### src/rtl/lcd_pkg.sv
// Shared types, init command bytes and default timing for the LCD bus arbiter.
// Init support is built only when LCD_ARB_INIT_EN is defined.
package lcd_pkg;

   localparam int unsigned TIMER_W = 20;

   localparam int unsigned T_SETUP_DEF   = 2;
   localparam int unsigned T_PW_DEF      = 12;
   localparam int unsigned T_HOLD_DEF    = 2;
   localparam int unsigned T_CMD_DEF     = 2000;
   localparam int unsigned T_LONG_DEF    = 82000;
   localparam int unsigned T_POWERUP_DEF = 750000;

   localparam logic [7:0] CMD_FUNC_SET = 8'h38;
   localparam logic [7:0] CMD_DISP_ON  = 8'h0C;
   localparam logic [7:0] CMD_ENTRY    = 8'h06;
   localparam logic [7:0] CMD_CLEAR    = 8'h01;

   typedef enum logic [2:0] {
      StPowerup,
      StInit,
      StIdle,
      StSetup,
      StPulse,
      StHold,
      StWait
   } lcd_state_e;

   // Timer reload for a phase of 'cycles' clocks; a zero length counts as one.
   function automatic logic [TIMER_W-1:0] phase_load(input int unsigned cycles);
      int unsigned eff;
      eff = (cycles == 0) ? 1 : cycles;
      return TIMER_W'(eff - 1);
   endfunction

   function automatic logic [7:0] init_cmd(input logic [1:0] idx);
      case (idx)
         2'd0:    return CMD_FUNC_SET;
         2'd1:    return CMD_DISP_ON;
         2'd2:    return CMD_ENTRY;
         default: return CMD_CLEAR;
      endcase
   endfunction

   // Clear and home commands need the long busy wait.
   function automatic logic is_long_cmd(input logic rs, input logic [7:0] data);
      return !rs && (data >= 8'h01) && (data <= 8'h03);
   endfunction

endpackage

### src/rtl/lcd_timer.sv
// Loadable 20-bit down-counter; done is high whenever the count has reached zero.
module lcd_timer
   import lcd_pkg::*;
(
   input  logic               clk,
   input  logic               resetn,
   input  logic               load,
   input  logic [TIMER_W-1:0] value,
   output logic               done
);

   logic [TIMER_W-1:0] count_q;

   always_ff @(posedge clk or negedge resetn) begin
      if (!resetn) begin
         count_q <= '0;
      end else if (load) begin
         count_q <= value;
      end else if (count_q != '0) begin
         count_q <= count_q - 1'b1;
      end
   end

   assign done = (count_q == '0);

endmodule

### src/rtl/lcd_bus_arbiter.sv
// Two-requester round-robin arbiter driving an HD44780-style LCD write bus.
// Define LCD_ARB_INIT_EN to build the power-up wait and init command sequence.
module lcd_bus_arbiter
   import lcd_pkg::*;
#(
   parameter int unsigned T_SETUP   = T_SETUP_DEF,
   parameter int unsigned T_PW      = T_PW_DEF,
   parameter int unsigned T_HOLD    = T_HOLD_DEF,
   parameter int unsigned T_CMD     = T_CMD_DEF,
   parameter int unsigned T_LONG    = T_LONG_DEF,
   parameter int unsigned T_POWERUP = T_POWERUP_DEF
) (
   input  logic       clk,
   input  logic       resetn,
   input  logic       req0,
   input  logic       req1,
   input  logic       rs0,
   input  logic       rs1,
   input  logic [7:0] data0,
   input  logic [7:0] data1,
   output logic       ack0,
   output logic       ack1,
   output logic       ready,
   output logic       lcde,
   output logic       lcdrs,
   output logic       lcdrw,
   output logic [7:0] lcddata
);

   localparam logic [TIMER_W-1:0] LD_SETUP = phase_load(T_SETUP);
   localparam logic [TIMER_W-1:0] LD_PW    = phase_load(T_PW);
   localparam logic [TIMER_W-1:0] LD_HOLD  = phase_load(T_HOLD);
   localparam logic [TIMER_W-1:0] LD_CMD   = phase_load(T_CMD);
   localparam logic [TIMER_W-1:0] LD_LONG  = phase_load(T_LONG);

`ifdef LCD_ARB_INIT_EN
   localparam logic [TIMER_W-1:0] LD_POWERUP = phase_load(T_POWERUP);
   localparam lcd_state_e         ST_RESET   = StPowerup;
`else
   localparam lcd_state_e         ST_RESET   = StIdle;
`endif

   lcd_state_e         state_q, state_d;
   logic               ready_q, ready_d;
   logic               prio_q, prio_d;
   logic               ack0_q, ack0_d;
   logic               ack1_q, ack1_d;
   logic               rs_q, rs_d;
   logic [7:0]         data_q, data_d;
   logic               gnt1;
   logic               tmr_load;
   logic [TIMER_W-1:0] tmr_value;
   logic               tmr_done;

`ifdef LCD_ARB_INIT_EN
   logic [1:0] idx_q, idx_d;
   logic       armed_q, armed_d;
`endif

   lcd_timer u_timer (
      .clk    (clk),
      .resetn (resetn),
      .load   (tmr_load),
      .value  (tmr_value),
      .done   (tmr_done)
   );

   always_ff @(posedge clk or negedge resetn) begin
      if (!resetn) begin
         state_q <= ST_RESET;
         ready_q <= 1'b0;
         prio_q  <= 1'b0;
         ack0_q  <= 1'b0;
         ack1_q  <= 1'b0;
         rs_q    <= 1'b0;
         data_q  <= 8'h00;
`ifdef LCD_ARB_INIT_EN
         idx_q   <= 2'd0;
         armed_q <= 1'b0;
`endif
      end else begin
         state_q <= state_d;
         ready_q <= ready_d;
         prio_q  <= prio_d;
         ack0_q  <= ack0_d;
         ack1_q  <= ack1_d;
         rs_q    <= rs_d;
         data_q  <= data_d;
`ifdef LCD_ARB_INIT_EN
         idx_q   <= idx_d;
         armed_q <= armed_d;
`endif
      end
   end

   // Each phase loads the timer on entry and leaves when it reaches zero.
   always_comb begin
      state_d   = state_q;
      ready_d   = ready_q;
      prio_d    = prio_q;
      ack0_d    = 1'b0;
      ack1_d    = 1'b0;
      rs_d      = rs_q;
      data_d    = data_q;
      gnt1      = 1'b0;
      tmr_load  = 1'b0;
      tmr_value = '0;
`ifdef LCD_ARB_INIT_EN
      idx_d     = idx_q;
      armed_d   = armed_q;
`else
      ready_d   = 1'b1;
`endif
      case (state_q)
`ifdef LCD_ARB_INIT_EN
         StPowerup: begin
            if (!armed_q) begin
               armed_d   = 1'b1;
               tmr_load  = 1'b1;
               tmr_value = LD_POWERUP;
            end else if (tmr_done) begin
               state_d = StInit;
            end
         end
         StInit: begin
            rs_d      = 1'b0;
            data_d    = init_cmd(idx_q);
            tmr_load  = 1'b1;
            tmr_value = LD_SETUP;
            state_d   = StSetup;
         end
`endif
         StIdle: begin
            if (ready_q && (req0 || req1)) begin
               // prio_q set means requester 1 wins a tie.
               gnt1 = req1 && (!req0 || prio_q);
               if (gnt1) begin
                  rs_d   = rs1;
                  data_d = data1;
                  ack1_d = 1'b1;
                  prio_d = 1'b0;
               end else begin
                  rs_d   = rs0;
                  data_d = data0;
                  ack0_d = 1'b1;
                  prio_d = 1'b1;
               end
               tmr_load  = 1'b1;
               tmr_value = LD_SETUP;
               state_d   = StSetup;
            end
         end
         StSetup: begin
            if (tmr_done) begin
               tmr_load  = 1'b1;
               tmr_value = LD_PW;
               state_d   = StPulse;
            end
         end
         StPulse: begin
            if (tmr_done) begin
               tmr_load  = 1'b1;
               tmr_value = LD_HOLD;
               state_d   = StHold;
            end
         end
         StHold: begin
            if (tmr_done) begin
               tmr_load  = 1'b1;
               tmr_value = is_long_cmd(rs_q, data_q) ? LD_LONG : LD_CMD;
               state_d   = StWait;
            end
         end
         StWait: begin
            if (tmr_done) begin
`ifdef LCD_ARB_INIT_EN
               if (ready_q) begin
                  state_d = StIdle;
               end else if (idx_q == 2'd3) begin
                  ready_d = 1'b1;
                  state_d = StIdle;
               end else begin
                  idx_d   = idx_q + 2'd1;
                  state_d = StInit;
               end
`else
               state_d = StIdle;
`endif
            end
         end
         default: state_d = StIdle;
      endcase
   end

   assign ack0    = ack0_q;
   assign ack1    = ack1_q;
   assign ready   = ready_q;
   assign lcde    = (state_q == StPulse);
   assign lcdrs   = rs_q;
   assign lcdrw   = 1'b0;
   assign lcddata = data_q;

endmodule

### config.mk
export PLATFORM = sky130hd
export DESIGN_NAME = lcd_bus_arbiter
export DESIGN_NICKNAME = d
export VERILOG_FILES = /design/src/rtl/lcd_pkg.sv /design/src/rtl/lcd_timer.sv /design/src/rtl/lcd_bus_arbiter.sv
export SDC_FILE = /design/constraint.sdc
export NUM_CORES = 1
export LEC_CHECK = 0
export BUFFER_PORTS_ARGS = -buffer_cell sky130_fd_sc_hd__buf_2
export CORE_ASPECT_RATIO = 1.5
export CORE_MARGIN = 5
export CORE_UTILIZATION = 35
export DETAILED_ROUTE_END_ITERATION = 6
export GPL_TIMING_DRIVEN = 0
export PLACE_DENSITY = 0.58
export RECOVER_POWER = 100
export SYNTH_ARGS = -nofsm -noshare
export SYNTH_HDL_FRONTEND = slang
export SYNTH_SLANG_ARGS = --single-unit
### constraint.sdc
create_clock -name clk -period 2.4 [get_ports clk]
set_clock_uncertainty 0.05 [all_clocks]
set_input_delay 0.12 -clock clk [delete_from_list [all_inputs] [get_ports clk]]
set_output_delay 0.12 -clock clk [all_outputs]
set_load 0.005 [all_outputs]
==> reports/results.tsv <==
stage	metric	value	unit
placed_design	port_buffers	34	
detailed_routing	dr.pass1.iters	4	
floorplan	core	0.00570	mm²
power	pwr-share-clk	16.3	%
clock_network	cts_tree	done	
clock_network	clk_latency	0.28	ns
synthesis	async_reset_ff_share	100	%
worst_setup_path	worstSetupPathType	flip-flop to flip-flop	
synthesis	yosys_warnings	0	
clock_network	cts.sinks	36	
layout	n_antenna_cell	0	
sta	min_period_over_period	92.1	%
synthesis	ys_types	49	
power	power.density_cell_area	1140	mW/mm²
worst_setup_path	rr_startpoint	u_timer.count_q[0]$_DFFE_PN0P_	
floorplan	pin_count	36	
sta	max_freq	0.453	GHz
job	maxCapViolCount	0	
worst_setup_path	worstPathArrival	2.38	ns
power	share_comb_of_total_power	43.7	%
worst_setup_path	critPathLaunchType	flip-flop	
clock_network	cts_resized	0	
floorplan	die_y	103	µm
run_status	status	completed	
detailed_routing	drc_errors	0	
sta	setup_viol	0	
synthesis	synth_edf_count	0	
clock_network	root_buffer	clkbuf_8	
worst_setup_path	cp.required	2.57	ns
synthesis	synth-main-ff-cell	dfrtp_1	
synthesis	synth_most_common_cell	dfrtp_1	
synthesis	ys_seq_elements	36	
synthesis	yosys.area.top_type_share	43.4	%
global_route	grt_start_max_net_pins	37	
sta	maxSlewViolCount	0	
synthesis	ys_seq_area_share	44.7	%
clock_network	postCtsSetupBuffers	0	
power	seqPwrFrac	40.0	%
synthesis	synth_cells	209	
synthesis	syn_nets	233	
sta	slew_headroom	39.9	%
synthesis	syn_area_per_cell	9.65	µm²
global_route	grt_overflow	0	
worst_setup_path	worst-path-max-fanout	5	
layout	area_growth	15.9	%
synthesis	yosysTopAreaCell	dfrtp_1	
clock_network	h-tree-depth	2	
floorplan	rows	34	
synthesis	synthesis.area	0.00202	mm²
layout	fin_nets	275	
power	power.leakage	1.06	nW
power	power_switching	0.00107	W
floorplan	die_w	72.0	µm
detailed_routing	wl_per_cell	14.3	µm
global_route	antenna_found_initial	0	
clock_network	clk_pin_slew	0.07	ns
placed_design	place.gp.congestion	0.784	
floorplan	fp.dieArea	0.00741	mm²
worst_setup_path	reg2reg_depth	6	
synthesis	yosys-top-cells-area	dfrtp_1, a21oi_1, mux2i_1, nor2_1, xnor2_1	
detailed_routing	viasPerCell	5.21	
detailed_routing	vias	1688	
worst_hold_path	min_to	lcddata[6]$_DFFE_PN0P_	
placed_design	post-dp-hpwl	3590	µm
detailed_routing	ant_nets	0	
synthesis	yosys-top-cells-count	dfrtp_1, nor2_1, a21oi_1	
power	internal_power	0.00160	W
sta	fin_setup_tns	0	ns
clock_network	postCtsHoldBufs	1	
layout	fill_cells	621	
layout	final_core_util	41.0	%
detailed_routing	initialDrtViolationCount	56	
sta	tightest_slew	0.902	ns
worst_hold_path	hold_depth	3	
layout	drive_above_1_share	17.1	%
worst_setup_path	rr_endpoint	u_timer.count_q[18]$_DFFE_PN0P_	
power	p_sw_share	40.1	%
sta	hold_violations	0	
layout	multi_input_area	0.00100	mm²
clock_network	cts_buffers	5	
sta	period_minus_slack	2.21	ns
clock_network	cts_buffer_depth	2	
global_route	grtUsageTotal	13.3	%
global_route	grt_pass1_vias	1659	
detailed_routing	drt_wl_total	4640	µm
worst_setup_path	r2r_slack	0.19	ns
layout	seqCellArea	902	µm²
global_route	grt_pass1_wl	7620	µm
sta	grt_setup_unrepaired	false	
floorplan	start_util	35.4	%
power	ir_worst_vdd	0.586	mV
worst_hold_path	hold_path_class	primary input to flip-flop	
worst_hold_path	worstHoldStart	data1[6]	
worst_setup_path	worst_setup_path_end_kind	flip-flop	
==> worst max-delay path, stage by stage (launching register included) <==
cell	delay [ns]
dfrtp_1	0.41
inv_1	0.13
ha_1	0.22
or3b_2	0.50
a31o_2	0.28
or4_1	0.47
nand2_1	0.09
==> cells by family after synthesis <==
logic type / count (synthesis) / synth area share, %
multiplexers: 10 / 4.96
AO/OA/AOI/OAI: 48 / 14.7
flip-flops: 36 / 44.7
buffers and inverters: 13 / 4.03
other: 2 / 0.372
XOR/XNOR: 14 / 6.08
AND/OR/NAND/NOR: 84 / 23.9
adder cells (fa/ha/maj): 2 / 1.24
==> cell usage in the layout, fill, tap and decap left out, types with 5 or more instances in the layout <==
master,instances
clkbuf_1,15
xor2_1,6
a21oi_1,22
dfrtp_1,35
buf_2,24
xnor2_1,8
o21ai_0,5
clkbuf_8,7
nor3_1,5
or4_1,5
mux2i_1,10
nand2_1,11
nor2_1,27
==> power by group through the flow <==
stage               clock, W  sequential (W)  combinational (W)
floorplan                  0         0.00104           0.000910
global placement           0         0.00108            0.00122
detailed placement         0         0.00108            0.00123
CTS                 0.000456         0.00107            0.00124
global route        0.000479         0.00110            0.00130
finish              0.000436         0.00107            0.00117
==> state kept, by name (all words and copies together), names as in the netlist <==
name,count
lcdrs,1
ack0,1
u_timer.count_q,20
state_q,3
lcddata,8
ack1,1
prio_q,1
ready,1
==> metal layers <==
layer	vias to the layer above	routed length, µm	global-route usage (%)
met4	0	78	4.34
met1	811	1810	13.6
met2	37	2560	26.0
li1	832	-	-
met3	8	187	3.02
met5	-	0	0
==> cell type report <==
| type | count | area share (%) |
|---|---|---|
| multi-input cells | 160 | 43.0 |
| flip-flops and latches | 36 | 38.6 |
| repair buffers | 35 | 7.23 |
| clock buffers | 8 | 3.85 |
| well taps | 72 | 3.85 |
| plain buffers | 9 | 2.84 |
| inverters | 4 | 0.642 |
==> how the worst max path moves through the flow <==
| stage | cells past startpoint | slack (ns) | from | end |
|---|---|---|---|---|
| after floorplan | 6 | 0.37 | u_timer.count_q[0]$_DFFE_PN0P_ | u_timer.count_q[12]$_DFFE_PN0P_ |
| after global placement | 7 | 0.22 | u_timer.count_q[0]$_DFFE_PN0P_ | u_timer.count_q[9]$_DFFE_PN0P_ |
| after detailed placement | 7 | 0.22 | u_timer.count_q[0]$_DFFE_PN0P_ | u_timer.count_q[16]$_DFFE_PN0P_ |
| after CTS | 7 | 0.19 | u_timer.count_q[0]$_DFFE_PN0P_ | u_timer.count_q[16]$_DFFE_PN0P_ |
| after global routing | 6 | 0.05 | u_timer.count_q[7]$_DFFE_PN0P_ | u_timer.count_q[3]$_DFFE_PN0P_ |
| final | 6 | 0.19 | u_timer.count_q[0]$_DFFE_PN0P_ | u_timer.count_q[18]$_DFFE_PN0P_ |
==> through the flow <==
stage	total power [W]	cells	worst slack [ns]	hold WS, ns	area, µm²
floorplan	0.00195	209	0.369	-0.226	2020
global placement	0.00230	315	0.215	0.206	2280
detailed placement	0.00231	315	0.219	0.215	2280
CTS	0.00277	324	0.188	0.0790	2380
global route	0.00288	324	0.0508	0.0903	2340
finish	0.00268	324	0.191	0.0828	2340
Note: power is estimated with default switching activity, not from simulation.
